## src/rtl/pc_pkg.sv

```systemverilog
// Shared definitions for the program-counter unit.
//   XLEN_DEFAULT : default address width
//   PC_INC       : sequential fetch increment in bytes
//   pc_sel_e     : next-PC source, listed from highest to lowest priority
package pc_pkg;

    localparam int unsigned XLEN_DEFAULT = 32;
    localparam int unsigned PC_INC       = 4;

    typedef enum logic [2:0] {
        SEL_RESET    = 3'd0,
        SEL_TRAP     = 3'd1,
        SEL_REDIRECT = 3'd2,
        SEL_RAS      = 3'd3,
        SEL_HOLD     = 3'd4,
        SEL_SEQ      = 3'd5
    } pc_sel_e;

endpackage

```

## src/rtl/pc_ras.sv

```systemverilog
// Circular return-address stack.
// When full, a push overwrites the oldest entry and the occupancy count
// stays at DEPTH. A push and a pop in the same cycle replace the top entry
// and leave occupancy unchanged. Flush empties the stack in one cycle.
// Ports:
//   clk, rst   : clock, synchronous active-high reset
//   flush      : discard all entries
//   push       : write push_data as the new top
//   pop        : remove the top entry (caller guarantees non-empty)
//   push_data  : return address to store
//   top        : current top-of-stack entry
//   empty      : registered, high when occupancy is zero
// DEPTH must lie in 2..16.
module pc_ras #(
    parameter int unsigned XLEN  = 32,
    parameter int unsigned DEPTH = 4
) (
    input  logic            clk,
    input  logic            rst,
    input  logic            flush,
    input  logic            push,
    input  logic            pop,
    input  logic [XLEN-1:0] push_data,
    output logic [XLEN-1:0] top,
    output logic            empty
);

    localparam int unsigned PTR_W = $clog2(DEPTH);
    localparam int unsigned CNT_W = $clog2(DEPTH + 1);

    logic [XLEN-1:0]  mem [DEPTH];
    logic [PTR_W-1:0] ptr;
    logic [PTR_W-1:0] ptr_next;
    logic [PTR_W-1:0] ptr_inc;
    logic [PTR_W-1:0] ptr_dec;
    logic [CNT_W-1:0] cnt;
    logic [CNT_W-1:0] cnt_next;
    logic             wr_en;
    logic [PTR_W-1:0] wr_idx;

    // Pointer neighbours with explicit wrap, so non-power-of-two depths work.
    always_comb begin
        ptr_inc = (ptr == PTR_W'(DEPTH - 1)) ? '0 : ptr + PTR_W'(1);
        ptr_dec = (ptr == '0) ? PTR_W'(DEPTH - 1) : ptr - PTR_W'(1);
    end

    // Next pointer, occupancy and write port.
    always_comb begin
        ptr_next = ptr;
        cnt_next = cnt;
        wr_en    = 1'b0;
        wr_idx   = ptr;
        if (flush) begin
            cnt_next = '0;
        end else if (push && pop) begin
            wr_en  = 1'b1;
            wr_idx = ptr;
        end else if (push) begin
            wr_en    = 1'b1;
            wr_idx   = ptr_inc;
            ptr_next = ptr_inc;
            if (cnt != CNT_W'(DEPTH)) begin
                cnt_next = cnt + CNT_W'(1);
            end
        end else if (pop) begin
            if (cnt != '0) begin
                ptr_next = ptr_dec;
                cnt_next = cnt - CNT_W'(1);
            end
        end
    end

    // Control state.
    always_ff @(posedge clk) begin
        if (rst) begin
            ptr   <= '0;
            cnt   <= '0;
            empty <= 1'b1;
        end else begin
            ptr   <= ptr_next;
            cnt   <= cnt_next;
            empty <= (cnt_next == '0);
        end
    end

    // Entry storage; contents are don't-care while unoccupied, so no reset.
    always_ff @(posedge clk) begin
        if (wr_en) begin
            mem[wr_idx] <= push_data;
        end
    end

    assign top = mem[ptr];

endmodule

```

## src/rtl/pc_unit.sv

```systemverilog
// Program-counter unit: selects and registers the next fetch address.
// Priority: reset > trap > redirect > RAS pop > stall (hold) > PC + 4.
// Build macro PC_RAS_EN adds the return-address stack; without it call and
// ret are ignored and ras_empty is held high.
// Ports:
//   clk, rst        : clock, synchronous active-high reset
//   stall           : hold the PC
//   trap_valid      : load TRAP_VECTOR, flush the RAS
//   redirect_valid  : load redirect_addr with bits [1:0] cleared
//   redirect_addr   : branch/jump target
//   call, ret       : current instruction is a call / return
//   pc_addr         : registered fetch address
//   misalign_err    : one-cycle pulse after an accepted unaligned redirect
//   ras_empty       : RAS holds no entries
module pc_unit
    import pc_pkg::*;
#(
    parameter int unsigned     XLEN         = XLEN_DEFAULT,
    parameter logic [XLEN-1:0] RESET_VECTOR = XLEN'(32'h0000_0000),
    parameter logic [XLEN-1:0] TRAP_VECTOR  = XLEN'(32'h0000_0100),
    parameter int unsigned     RAS_DEPTH    = 4
) (
    input  logic            clk,
    input  logic            rst,
    input  logic            stall,
    input  logic            trap_valid,
    input  logic            redirect_valid,
    input  logic [XLEN-1:0] redirect_addr,
    input  logic            call,
    input  logic            ret,
    output logic [XLEN-1:0] pc_addr,
    output logic            misalign_err,
    output logic            ras_empty
);

    pc_sel_e         sel;
    logic [XLEN-1:0] pc_seq;
    logic [XLEN-1:0] redirect_aligned;
    logic [XLEN-1:0] next_pc;
    logic            misalign_next;
    logic            ras_pop;
    logic            ras_push;
    logic [XLEN-1:0] ras_top;

    assign pc_seq           = pc_addr + XLEN'(PC_INC);
    assign redirect_aligned = {redirect_addr[XLEN-1:2], 2'b00};

`ifdef PC_RAS_EN
    // A pop needs a free-flowing, non-overridden return with a live entry;
    // a push only needs the call to retire (a jump-and-link also redirects).
    assign ras_pop  = ret && !stall && !trap_valid && !redirect_valid && !ras_empty;
    assign ras_push = call && !stall && !trap_valid;

    pc_ras #(
        .XLEN  (XLEN),
        .DEPTH (RAS_DEPTH)
    ) u_ras (
        .clk       (clk),
        .rst       (rst),
        .flush     (trap_valid),
        .push      (ras_push),
        .pop       (ras_pop),
        .push_data (pc_seq),
        .top       (ras_top),
        .empty     (ras_empty)
    );
`else
    logic unused_ras_inputs;

    assign ras_pop           = 1'b0;
    assign ras_push          = 1'b0;
    assign ras_top           = '0;
    assign ras_empty         = 1'b1;
    assign unused_ras_inputs = ^{call, ret, ras_push};
`endif

    // Next-PC source selection.
    always_comb begin
        sel = SEL_SEQ;
        if (rst) begin
            sel = SEL_RESET;
        end else if (trap_valid) begin
            sel = SEL_TRAP;
        end else if (redirect_valid) begin
            sel = SEL_REDIRECT;
`ifdef PC_RAS_EN
        end else if (ras_pop) begin
            sel = SEL_RAS;
`endif
        end else if (stall) begin
            sel = SEL_HOLD;
        end
    end

    // Next-PC mux.
    always_comb begin
        next_pc = pc_seq;
        unique case (sel)
            SEL_RESET:    next_pc = RESET_VECTOR;
            SEL_TRAP:     next_pc = TRAP_VECTOR;
            SEL_REDIRECT: next_pc = redirect_aligned;
            SEL_RAS:      next_pc = ras_top;
            SEL_HOLD:     next_pc = pc_addr;
            SEL_SEQ:      next_pc = pc_seq;
        endcase
    end

    // A trap swallows the redirect, and its alignment error with it.
    assign misalign_next = redirect_valid && !trap_valid && (redirect_addr[1:0] != 2'b00);

    // Output registers.
    always_ff @(posedge clk) begin
        if (rst) begin
            pc_addr      <= RESET_VECTOR;
            misalign_err <= 1'b0;
        end else begin
            pc_addr      <= next_pc;
            misalign_err <= misalign_next;
        end
    end

endmodule

```

## config.mk

```make
export PLATFORM = sky130hd
export DESIGN_NAME = pc_unit
export DESIGN_NICKNAME = d
export VERILOG_FILES = /design/src/rtl/pc_pkg.sv /design/src/rtl/pc_ras.sv /design/src/rtl/pc_unit.sv
export SDC_FILE = /design/constraint.sdc
export NUM_CORES = 1
export LEC_CHECK = 0
export ABC_CLOCK_PERIOD_IN_PS = 3700
export CORE_UTILIZATION = 47
export CTS_CLUSTER_DIAMETER = 150
export DETAILED_ROUTE_END_ITERATION = 6
export PLACE_DENSITY = 0.9
export SYNTH_ARGS = -nofsm -noshare
export SYNTH_HDL_FRONTEND = slang
export SYNTH_SLANG_ARGS = --single-unit
```

## constraint.sdc

```tcl
create_clock -name clk -period 3.7 [get_ports clk]
set_input_delay 0.37 -clock clk [delete_from_list [all_inputs] [get_ports clk]]
set_output_delay 0.37 -clock clk [all_outputs]
set_load 0.02 [all_outputs]
```

; ---- After elaboration in Yosys (flattened, before gate mapping)
; Index checks and enable logic that the tools add are counted.
[totals]
regBits = 33
elab_cells = 19
input_bits = 39
output_inout_bits = 34
[op_classes]
n_eq_ne = 5
mux = 5
n_addsub = 1
reduce_logical = 6
[ops]
columns = cell, count
row1 = 32-bit case mux with 4 select lines, 1
row2 = 32-bit by 3-bit adder with 32-bit output (second input constant), 1
row3 = 3-bit 2-to-1 mux, 3
row4 = 3-bit by 2-bit equality test with 1-bit output (second input constant), 2
row5 = 3-bit equality test (second input constant), 2
row6 = 3-bit by 1-bit equality test with 1-bit output (second input constant), 1
row7 = 3-bit logical NOT, 1
row8 = 1-bit logical AND, 2
row9 = 2-bit nonzero test, 1
row10 = 2-bit OR reduction, 1
row11 = 1-bit logical NOT, 1
row12 = 1-bit 2-to-1 mux, 1

; ---- Depth between registers and ports, before layout
[depth]
depth_word = 7
ltp_mapped = 6
ltp_nobuf = 5

; ---- Least setup slack after synthesis
; Ideal clock, no wire load.
[synth_path]
path_kind = register -> register
start = register pc_addr[2]
end = register pc_addr[18]
t_required_ps = 3638
path_stages_with_launch = 6
synth_period_minus_slack_ps = 1868
arrival_ps = 1806
n_path_buf = 0
slack_ps = 1832
setup_time_ps = 62
cell_sequence = dfxtp_1 -> ha_1 -> nor2b_1 -> nand3_1 -> or4_1 -> nand3_1
[synth_between]
elab_chain_cells = 2
[synth_lines]
columns = item, line
row1 = "start, declared", pc_unit.sv:31  ; output logic [XLEN-1:0] pc_addr,
row2 = "start signal, assigned", pc_unit.sv:117  ; pc_addr <= next_pc;
row3 = 32-bit by 3-bit adder with 32-bit output, pc_unit.sv:45  ; assign pc_seq = pc_addr + XLEN'(PC_INC);
row4 = 32-bit case mux with 4 select lines, pc_unit.sv:98  ; unique case (sel)
; Every way passes these cells.
; A chain may end at the register's enable or synchronous reset.

; ---- Worst setup path in the final report
[layout_path]
start = input port rst
end = register pc_addr[22]
[layout_between]
elab_chain_cells = 4
word_cells_on_any_way = 9
cone_classes = 5 x eq/ne / 2 x mux / 2 x reduce/logical
[layout_lines]
columns = item, line
row1 = "start, declared", pc_unit.sv:24  ; input logic rst,
row2 = 3-bit 2-to-1 mux, pc_unit.sv:80  ; if (rst) begin
row3 = 3-bit by 2-bit equality test with 1-bit output or 3-bit logical NOT (tied branches), pc_unit.sv:98
row4 = 2-bit OR reduction (no line), -
row5 = 32-bit case mux with 4 select lines, pc_unit.sv:98
; Parallel ways exist; a longest one is shown, timed or not.

==> results.cfg <==
[synth]
ys_ff_latch = 31
synthesis.instances = 221
synth-async-reset-ratio = 0
synth_cell_types = 46
seq_area_frac_synth = 0.336
synth_area_mm2 = 0.00185
synth-edff-count = 0
ys.flop_type = dfxtp_1
yosysWarningCount = 0
syn_avg_cell_area_um2 = 8.36

[min_path]
holdPathStages = 2
min_to = pc_addr[21]
hold_path_startpoint = pc_addr[21]
hp-class = reg -> reg

[global_route]
grt_pass1_wl_um = 8550
grt-ovfl-total = 0
grt_max_degree = 31
grt_pass1_vias = 1902
grt_usage = 0.264
antenna_found_initial = 0

[setup_path]
end_kind = flip-flop
path_max_fanout = 30
worstPathRequired_ps = 3930
critical_path.most_common_cell = or3_1
worst_setup_path_start_kind = primary input
r2r_end = pc_addr[18]
path_cells = clkdlybuf4s50_1, or3_1, or3_1, or3_1, nand3_1
cp.arrival_ps = 2540
r2r_setup_slack_ps = 1700
crit_slowest_cell = or3_1
ff2ff_path_depth = 5
r2r_start = pc_addr[2]
slowest_delay_ps = 810
worstSetupPathType = in -> reg

[drt]
drtIter0Drc = 219
vias = 2028
avgViaCountPerCell = 6.09
drt-pass1-iter-count = 5
post_drt_wl_per_cell_um = 15.5
drc = 0
ant_nets = 0
drt_wl_total_um = 5150

[placed_design]
gp_congestion = 0.823
port_buffers = 67
post-dp-hpwl_um = 3610

[die]
die_area_mm2 = 0.00419
die-height_um = 64.7
rows = 22
die_w_um = 64.7
initial_core_util = 0.497
boundaryPins = 73
coreArea_mm2 = 0.00372

[timing]
fin_setup_tns_ps = 0
hold_viol = 0
setup_viol = 0
rsz0062_at_grt = false
worst_pin_slew_ps = 1000
skew_ps = 6.24
fin_crit_ps = 2310
timing.final.crit_share = 0.624
clock.fmax_ghz = 0.433
slew_headroom = 0.332
maxSlewViolCount = 0

[clock_network]
cts_made_buffers = 5
htreeDepth = 2
cts_resized = 0
post_cts_buffers = 0
clk_pin_slew_worst_paths_ps = 60
cts_tree = done
cts_hold_buf = 0
clkLatencyLatePin_ps = 290
cts.path.max_buffers = 2
cts.sink_count = 31
clockRootBuffer = clkbuf_8

[layout]
synthToLayoutAreaGrowth_pct = 42.6
drive_gt1_frac = 0.0842
n_antenna_cell = 0
finalNetCount = 324

[outcome]
status = finished clean

[job]
maxCapViolCount = 0

[pwr]
ir_worst_vdd_v = 0.000214
p_leak_nw = 0.934
power.density_mw_per_mm2 = 299
totalPowerFinal_mw = 0.788
==> state kept, by name, summed over array words and instances, names as in the netlist <==
signal and cells:
pc_addr 30, misalign_err 1
==> cells in the mapped netlist, drive strengths merged (2+ instances only) <==
cell	count	area share
nand4b	3	0.014
or4	6	0.028
nor4	9	0.037
a211oi	2	0.0081
dfxtp	31	0.34
o211ai	12	0.049
and3	3	0.010
a32oi	7	0.033
buf	8	0.027
nand2	25	0.051
a21oi	3	0.0081
nand3	24	0.068
nor3	7	0.024
o21ai	13	0.035
a211o	2	0.0095
or3	5	0.020
nor2	8	0.016
clkbuf	6	0.012
nand4	13	0.054
xor2	5	0.024
xnor2	7	0.033
conb	2	0.0041
and4	4	0.019
inv	2	0.0041
==> worst max path at each step <==
| stage | start | to | cells after the start |
|---|---|---|---|
| 2_1_floorplan | pc_addr[2] | pc_addr[18] | 5 |
| 3_3_place_gp | rst | pc_addr[22] | 5 |
| 3_5_place_dp | rst | pc_addr[22] | 5 |
| 4_1_cts | rst | pc_addr[22] | 5 |
| 5_1_grt | rst | pc_addr[22] | 5 |
| 6_report | rst | pc_addr[22] | 5 |
==> metal layers <==
layer  track usage  vias to the layer above  part of all wire
met2         0.445                       98              0.49
li1              -                      973                 -
met3        0.0423                       11             0.061
met4         0.125                        0             0.018
met1         0.323                      946              0.43
met5             0                        -                 0
==> critical path, delay by kind of cell <==
| family | cells | cell delay (ps) |
|---|---|---|
| buffers and inverters | 1 | 490 |
| and+or+nand+nor | 4 | 1680 |
==> metrics by stage <==
step                area, µm²  hold WS (ps)  instances  setup WS, ps   util
floorplan                1850           449        222          1830      -
global placement         2530           529        325          1120  0.682
detailed placement       2530           548        325          1100  0.682
CTS                      2640           560        333          1400  0.709
global route             2640           582        333          1280  0.709
finish                   2640           562        333          1390  0.709
==> kinds of logic after synthesis <==
family / after synthesis / share of synthesized area
AO/OA/AOI/OAI: 45 / 0.173
XOR/XNOR: 12 / 0.0569
adder cells (fa/ha/maj): 1 / 0.00677
AND/OR/NAND/NOR: 112 / 0.368
multiplexers: 2 / 0.0115
buffers and inverters: 16 / 0.0433
other: 2 / 0.00406
flip-flops: 31 / 0.336
==> final cells by class <==
type                    instances  area [µm²]
clock buffers                   8         100
inverters                       2        7.51
repair buffers                 69         686
flip-flops and latches         31         621
multi-input cells             175        1160
fillers                       298        1080
well taps                      48        60.1
==> report_power, final <==
group | switching (mW) | total, mW | internal [mW]
registers | 0.0215 | 0.368 | 0.347
clock network | 0.127 | 0.297 | 0.170
logic | 0.0530 | 0.123 | 0.0701
==> placed cells by master (no fill, tap or decap), drive strengths merged, types with 2 or more instances in the layout <==
| cell type | n |
|---|---|
| inv | 2 |
| xnor2 | 7 |
| or3 | 5 |
| clkdlybuf4s50 | 67 |
| or4 | 6 |
| nand2 | 25 |
| xor2 | 5 |
| nor2 | 8 |
| a211o | 2 |
| a21oi | 3 |
| conb | 3 |
| nand4 | 13 |
| nand3 | 24 |
| clkbuf | 8 |
| and3 | 3 |
| nor4 | 9 |
| a32oi | 7 |
| o21ai | 13 |
| and4 | 4 |
| a211oi | 2 |
| nor3 | 7 |
| buf | 2 |
| o211ai | 12 |
| nand4b | 3 |
| dfxtp | 31 |
Power figures use the tool's default switching activity.
